**src/rtl/ysyx_22050612_mem_arbiter.sv**
```systemverilog
// IFU/LSU arbiter for the shared data-memory port, one transaction in flight.
// Define YSYX_22050612_ARB_ROUND_ROBIN_EN for round-robin instead of LSU priority.
module ysyx_22050612_mem_arbiter #(
  parameter int ADDR_W      = 64,
  parameter int DATA_W      = 64,
  parameter int TIMEOUT_CYC = 255
) (
  input  logic                clk,
  input  logic                rst_n,
  input  logic                ifu_req_valid,
  output logic                ifu_req_ready,
  input  logic [ADDR_W-1:0]   ifu_addr,
  output logic                ifu_resp_valid,
  output logic [DATA_W-1:0]   ifu_rdata,
  output logic                ifu_resp_err,
  input  logic                lsu_req_valid,
  output logic                lsu_req_ready,
  input  logic                lsu_wen,
  input  logic [ADDR_W-1:0]   lsu_addr,
  input  logic [DATA_W-1:0]   lsu_wdata,
  input  logic [DATA_W/8-1:0] lsu_wmask,
  output logic                lsu_resp_valid,
  output logic [DATA_W-1:0]   lsu_rdata,
  output logic                lsu_resp_err,
  output logic                mem_req_valid,
  input  logic                mem_req_ready,
  output logic                mem_wen,
  output logic [ADDR_W-1:0]   mem_addr,
  output logic [DATA_W-1:0]   mem_wdata,
  output logic [DATA_W/8-1:0] mem_wmask,
  input  logic                mem_resp_valid,
  input  logic [DATA_W-1:0]   mem_rdata,
  output logic                grant_lsu
);

  localparam int MASK_W = DATA_W / 8;
  localparam int CNT_W  = $clog2(TIMEOUT_CYC) + 1;

  typedef enum logic [1:0] {
    IDLE,
    ISSUE,
    WAIT,
    RESP
  } state_t;

  state_t             state_q;
  state_t             state_d;
  logic [CNT_W-1:0]   cnt_q;
  logic [CNT_W-1:0]   cnt_d;
  logic               grant_q;
  logic               wen_q;
  logic [ADDR_W-1:0]  addr_q;
  logic [DATA_W-1:0]  wdata_q;
  logic [MASK_W-1:0]  wmask_q;
  logic [DATA_W-1:0]  rdata_q;
  logic               err_q;
  logic               pick_lsu;
  logic               hs;
  logic               tmo;
  logic               resp;

  assign hs  = (state_q == IDLE) &&
               (ifu_req_valid || lsu_req_valid);
  assign tmo = (cnt_q == CNT_W'(TIMEOUT_CYC - 1));

`ifdef YSYX_22050612_ARB_ROUND_ROBIN_EN
  logic last_q;

  // Ties go to whoever did not win the previous handshake.
  assign pick_lsu = lsu_req_valid &&
                    (!ifu_req_valid || !last_q);

  always_ff @(posedge clk or negedge rst_n) begin
    if (!rst_n) begin
      last_q <= 1'b0;
    end else if (hs) begin
      last_q <= pick_lsu;
    end
  end
`else
  assign pick_lsu = lsu_req_valid;
`endif

  always_ff @(posedge clk or negedge rst_n) begin
    if (!rst_n) begin
      state_q <= IDLE;
      cnt_q   <= '0;
    end else begin
      state_q <= state_d;
      cnt_q   <= cnt_d;
    end
  end

  always_comb begin
    state_d = state_q;
    cnt_d   = cnt_q;
    case (state_q)
      IDLE: begin
        if (hs) state_d = ISSUE;
      end
      ISSUE: begin
        if (mem_req_ready) begin
          state_d = WAIT;
          cnt_d   = '0;
        end
      end
      WAIT: begin
        cnt_d = cnt_q + CNT_W'(1);
        if (mem_resp_valid || tmo) state_d = RESP;
      end
      RESP: begin
        state_d = IDLE;
      end
      default: begin
        state_d = IDLE;
      end
    endcase
  end

  always_ff @(posedge clk or negedge rst_n) begin
    if (!rst_n) begin
      grant_q <= 1'b0;
      wen_q   <= 1'b0;
      addr_q  <= '0;
      wdata_q <= '0;
      wmask_q <= '0;
      rdata_q <= '0;
      err_q   <= 1'b0;
    end else begin
      if (hs) begin
        grant_q <= pick_lsu;
        wen_q   <= pick_lsu && lsu_wen;
        addr_q  <= pick_lsu ? lsu_addr : ifu_addr;
        wdata_q <= pick_lsu ? lsu_wdata : '0;
        wmask_q <= (pick_lsu && lsu_wen) ? lsu_wmask : '0;
      end
      // A response arriving on the timeout cycle still wins.
      if (state_q == WAIT) begin
        if (mem_resp_valid) begin
          rdata_q <= wen_q ? '0 : mem_rdata;
          err_q   <= 1'b0;
        end else if (tmo) begin
          rdata_q <= '0;
          err_q   <= 1'b1;
        end
      end
    end
  end

  assign resp = (state_q == RESP);

  assign ifu_req_ready  = (state_q == IDLE) &&
                          ifu_req_valid && !pick_lsu;
  assign lsu_req_ready  = (state_q == IDLE) && pick_lsu;

  assign ifu_resp_valid = resp && !grant_q;
  assign ifu_rdata      = ifu_resp_valid ? rdata_q : '0;
  assign ifu_resp_err   = ifu_resp_valid && err_q;
  assign lsu_resp_valid = resp && grant_q;
  assign lsu_rdata      = lsu_resp_valid ? rdata_q : '0;
  assign lsu_resp_err   = lsu_resp_valid && err_q;

  assign mem_req_valid  = (state_q == ISSUE);
  assign mem_wen        = wen_q;
  assign mem_addr       = addr_q;
  assign mem_wdata      = wdata_q;
  assign mem_wmask      = wmask_q;
  assign grant_lsu      = grant_q;

endmodule

```
**config.mk**
```make
export PLATFORM = sky130hd
export DESIGN_NAME = ysyx_22050612_mem_arbiter
export DESIGN_NICKNAME = d
export VERILOG_FILES = /design/src/rtl/ysyx_22050612_mem_arbiter.sv
export SDC_FILE = /design/constraint.sdc
export NUM_CORES = 1
export LEC_CHECK = 0
export ABC_AREA = 1
export BUFFER_PORTS_ARGS = -buffer_cell sky130_fd_sc_hd__buf_4
export CAP_MARGIN = 10
export CORE_AREA = 2 2 213 215
export DETAILED_ROUTE_END_ITERATION = 8
export DIE_AREA = 0 0 215 217
export GPL_TIMING_DRIVEN = 0
export SYNTH_ARGS = -nofsm -noshare
export SYNTH_HDL_FRONTEND = slang
export SYNTH_SLANG_ARGS = --single-unit
```
**constraint.sdc**
```tcl
create_clock -name clk -period 3.7 [get_ports clk]
set_clock_uncertainty 0.15 [all_clocks]
set_input_delay 0.74 -clock clk [delete_from_list [all_inputs] [get_ports clk]]
set_output_delay 0.74 -clock clk [all_outputs]
set_load 0.03 [all_outputs]
```
---- After elaboration in Yosys (flattened, before gate mapping) ----
Index checks and enable logic that the tools add are counted.
cells by class
  multiply operators ...................... 0
  reductions and logical operators ........ 19
  equal/unequal tests ..................... 7
  mux-type cells .......................... 16
  $add $sub $neg .......................... 1
  shift-type cells ........................ 0
  $lt $le $gt $ge ......................... 0
  div/mod/pow operators ................... 0
  bitwise operators ....................... 0
operator list
  cell                                                                     count
  64-bit two-way mux                                                       7
  9-bit case mux with 2 select lines                                       1
  9-bit by 1-bit adder with 9-bit output, second input constant            1
  9-bit by 8-bit equality test with 1-bit output, second input constant    1
  1-bit logical AND                                                        9
  9-bit two-way mux                                                        1
  8-bit two-way mux                                                        1
  2-bit case mux with 4 select lines                                       1
  2-bit two-way mux                                                        3
  2-bit equality test, second input constant                               2
  2-bit inequality test, second input constant                             2
  2-bit AND reduction                                                      2
  2-bit nonzero test                                                       2
  3-bit AND reduction                                                      1
  2-bit by 1-bit equality test with 1-bit output, second input constant    1
  1-bit zero test                                                          2
  2-bit zero test                                                          1
  1-bit logical OR                                                         2
  1-bit two-way mux                                                        2
  2-bit by 1-bit inequality test with 1-bit output, second input constant  1
storage, ports and cells
  output and inout bits ................... 273
  ROM bits ................................ 0
  memory bits (writable) .................. 0
  bits in latches ......................... 0
  memories kept ........................... 0
  flip-flop bits (word level) ............. 214

---- Longest topological paths before layout ----
  word-level depth ........................ 4
  gate-level depth with buffers ........... 11
  depth with buffers taken out ............ 9

---- Least setup slack after synthesis ----
No wires, ideal clock.
  path kind ............................... in2out
  start point ............................. in ifu_req_valid
  end point ............................... out ifu_req_ready
  cell stages on the path ................. 4
  setup slack ............................. 1.230 ns
  arrival time ............................ 1.580 ns
  buffers on the path ..................... 2
  required time ........................... 2.810 ns
  cells stage by stage .................... nand2_1 buf_2 buf_1 nor2_1
on the way
  word-level cells in the longest chain between the ends .. 2
RTL lines
  item               line  source
  start, declared    10    input logic ifu_req_valid,
  1-bit logical AND  152   assign ifu_req_ready = (state_q == IDLE) &&
  1-bit logical AND  153   ifu_req_valid && !pick_lsu;
  end, declared      11    output logic ifu_req_ready,
No other way between the ends.

---- Final worst setup path ----
  start point ............................. reg state_q[0]
  end point ............................... out lsu_rdata[40]
on the way
  word-level cells in the longest chain between the ends .. 3
RTL lines
  item                    line  source
  start, declared         46    state_t state_q;
  start signal, assigned  89    state_q <= state_d;
  2-bit equality test     150   assign resp = (state_q == RESP);
  1-bit logical AND       159   assign lsu_resp_valid = resp && grant_q;
  64-bit two-way mux      160   assign lsu_rdata = lsu_resp_valid ? rdata_q : '0;
  end, declared           23    output logic [DATA_W-1:0] lsu_rdata,
No other way between the ends.

==> metrics list <==
- Pin count of the biggest net entering global routing: roughly 110
- In the synthesized netlist, the cells that appear most often are 425 x nand2_1, 214 x dfrtp_1, 207 x nor2_1.
- Measured on the finished design, the core utilization comes to 0.354.
- 0 antenna diodes ended up in the layout.
- For the worst setup path, the data arrival time is ~2600 ps.
- Setup slack closes at 230 ps.
* Max-capacitance violation count: 0
- Initial DRC Count: around 500
- Final number of hold-violating endpoints: 0
* Port Buffers: between 500 and 600
- Cell accounting for the most synthesized area: dfrtp_1
- Relative contribution of combinational cells to total power: 0.482
* Count of different cell masters after synthesis: 24
- The pre-antenna-repair detailed-routing pass consisted of 5 iterations.
- The congestion estimate from routability-driven global placement came to between 0.9 and 1.
* Net switching fraction of the power: 0.443
- Remaining routing DRC violations: 0
- Number of buffers inserted for hold repair after clock tree synthesis: 0
- At the end of the flow, the number of nets in the layout was 2,109.
- Instance count of the mapped netlist: between 1k and 1.5k
* Sequential group share of total power: 0.303
- After legalization and detailed placement, the total HPWL measured approximately 31 mm.
- Summed over all layers, the routed wires come to a little under 40 mm.
* Worst-case setup slack after placement: 458 ps
* Portion of synthesized cell area occupied by the leading cell type: 0.535
- The number of buffers and inverters on the critical path is 3.
- Of the cells placed in the final design, the portion with a size suffix greater than 1 is 0.364.
- The most used flip-flop cell after synthesis is dfrtp_1.
* Count leader, synth: nand2_1
- Of the total power, the clock network draws 0.214.
- By area the synthesized netlist is led by dfrtp_1 54%, nand2_1 16%, nor2_1 7.8%.
- Setup repair after global routing left no endpoint under its margin.
- Summed over all failing endpoints, the final setup total negative slack is 0 ps.
- Vias in the first global route: between 10k and 15k
- The worst-case IR drop observed on VDD is 430 uV.
- The tightest hold path in the finished design has a slack of 22.2 ps.
- H-tree Lvls: 1
- Power after layout: 13.2 mW
- Remaining Overflow, GRT: 0
* Capturing element type of the critical path: primary output
- Final setup violating endpoints: 0
- Mapped Avg Cell Area: 7.94 sq um
- Dividing the detail-routed via count by the number of cells gives 4.31.
- The flow ran to the end, and the final reports show no timing, DRC or antenna violations.
* Clock tree buffer depth: 3
- Cell at the root of the clock tree: clkbuf_16
* Vert. Die Dim: between 200 and 250 um
- Of all nets on the critical path, the largest fanout is 10.
- Worst-skew pair later-pin latency: ~540 ps
- Overall track demand over capacity in global routing: 0.162
- In this run the remaining antenna-violating nets after routing total 0.
* Per-cell routed wire length: ~16 um
* CTS tree: built
* Clk sink count: roughly 210
- Counting flops with a built-in enable in the synthesized netlist gives 0.
- The critical path in this run is classified as flop to primary output.
- List of cells traversed by the critical path: ha_1 -> nand2_1 -> clkbuf_1 -> buf_1 -> nor2_1 -> buf_4
- The number of antenna violations at the first check in global routing was 1.
- Family with the most delay on the worst path: buffers and inverters
* Psw: slightly below 6 mW
* Number of synthesis warnings: 0
- Summed over all cells, the static leakage comes to 8.09 nW.
- The worst path needs ~3500 ps of the cycle, external delays included.
- Crit-path slowest cell: clkbuf_1
- The synthesized netlist occupies a cell area of ~0.010 sq mm.
* FFs w/ async S/R, synth: 1.00
- Starting utilization of the core area: 0.224
* Kind of start point of the critical path: flop
- The worst hold path belongs to the class input port to asynchronous set/reset pin.
- Critical path's largest stage delay: 500 ps
- STA puts the critical path data required time at 2810 ps.
- The count of final max-slew check failures came to 0.
* Die area: roughly 0.047 sq mm
- After clock tree synthesis, the clock-pin slew on the worst setup and hold paths is ~60 ps.
- Headroom to the max-slew limit came out at 0.403.
- The internal power of the cells totals about 7.3 mW.
* Actual transition at the worst max-transition pin: roughly 900 ps
- Horiz. Die Dim: roughly 220 um
* Number of cell rows: slightly below 80
- Sequential cell area fraction in the yosys report: 0.535
- Counting the buffers created by CTS gives 28.
* Area growth from synthesis to layout: 58.1%
* Maximum achievable frequency: roughly 0.29 GHz
- Ratio of total power to cell area: around 830 mW/mm^2
- Number of ports placed on the die boundary: about 540
- Core region area: 0.0447 sq mm
* Post-route clock period utilization: 0.938
- Number of nets in the synthesized netlist: approximately 1.5k
* First-pass GRT wire length: 59.7 mm
- Summing over every cut layer, the via total after detailed routing is approximately 11k.
- Synthesis inferred approximately 210 register bits.
## area by class of cell
| type | instances | area, sq um |
|---|---|---|
| flip-flops and latches | 214 | 5360 |
| plain buffers | 86 | 469 |
| multi-input cells | 875 | 3860 |
| well taps | 600 | 751 |
| repair buffers | 543 | 4100 |
| clock buffers | 40 | 817 |
| inverters | 84 | 315 |
| clock inverters | 10 | 139 |
| fillers | 4738 | 28900 |
## path summary, 6_finish.rpt
kind	from	to	slack, ps	depth (start not counted)
setup / recovery	state_q[0]	lsu_rdata[40]	230	6
setup reg to reg	state_q[0]	grant_lsu	1320	6
min in group clk	mem_resp_valid	err_q	230	2
hold reg to reg	rdata_q[47]	rdata_q[47]	330	2
hold / removal	rst_n	rdata_q[27]	20	1
max in group asynchronous	rst_n	mem_wmask[2]	2310	2
## logic make-up after synthesis
family                   share of synthesized area
AO/OA/AOI/OAI                               0.0922
flip-flops                                   0.535
buffers and inverters                       0.0787
adder cells (fa/ha/maj)                    0.00751
AND/OR/NAND/NOR                              0.286
## flip-flops by register name (all words and copies together), names as in the netlist
name	cells
rdata_q	64
cnt_q	9
mem_addr	64
mem_wen	1
state_q	2
mem_wmask	8
grant_lsu	1
err_q	1
mem_wdata	64
## through the flow
step | cells | cell area [sq um]
2_1_floorplan | 1260 | 10000
3_3_place_gp | 2402 | 14800
3_5_place_dp | 2403 | 14900
4_1_cts | 2452 | 15800
5_1_grt | 2452 | 15800
6_report | 2452 | 15800
## cell usage in the layout, fill, tap and decap left out, types with 2 or more instances in the layout
master,n
clkbuf_8,5
clkbuf_1,35
nand3_1,91
clkbuf_16,29
ha_1,6
buf_2,29
clkinv_4,2
nor2_1,207
buf_1,9
inv_1,83
o21ai_1,31
buf_6,11
buf_4,548
nand2_1,425
o21ai_0,5
a21oi_1,4
o21ai_2,35
dfrtp_1,214
bufinv_16,3
a31oi_1,64
clkinv_2,3
## power by group through the flow
stage | Combinational, mW | Sequential, mW | Clock [mW]
6_report | 6.35 | 3.99 | 2.82
5_1_grt | 6.88 | 4.12 | 3.00
4_1_cts | 6.43 | 3.99 | 2.91
3_5_place_dp | 6.43 | 4.01 | 0
3_3_place_gp | 6.37 | 3.98 | 0
2_1_floorplan | 2.63 | 5.20 | 0
## metal layers
| layer | vias up | track usage | wire length [um] |
|---|---|---|---|
| met5 | - | 0 | 13 |
| met4 | 2 | 0.0536 | 1340 |
| met3 | 72 | 0.0470 | 3300 |
| met2 | 450 | 0.279 | 18800 |
| met1 | 4932 | 0.193 | 16000 |
| li1 | 5107 | - | - |
## what timing repair did
action	in CTS	in global routing
endpoints found under the setup margin	1	6
buffers inserted	0	0
resized for setup	0	1
No activity file was read; power rests on OpenSTA's default activity.
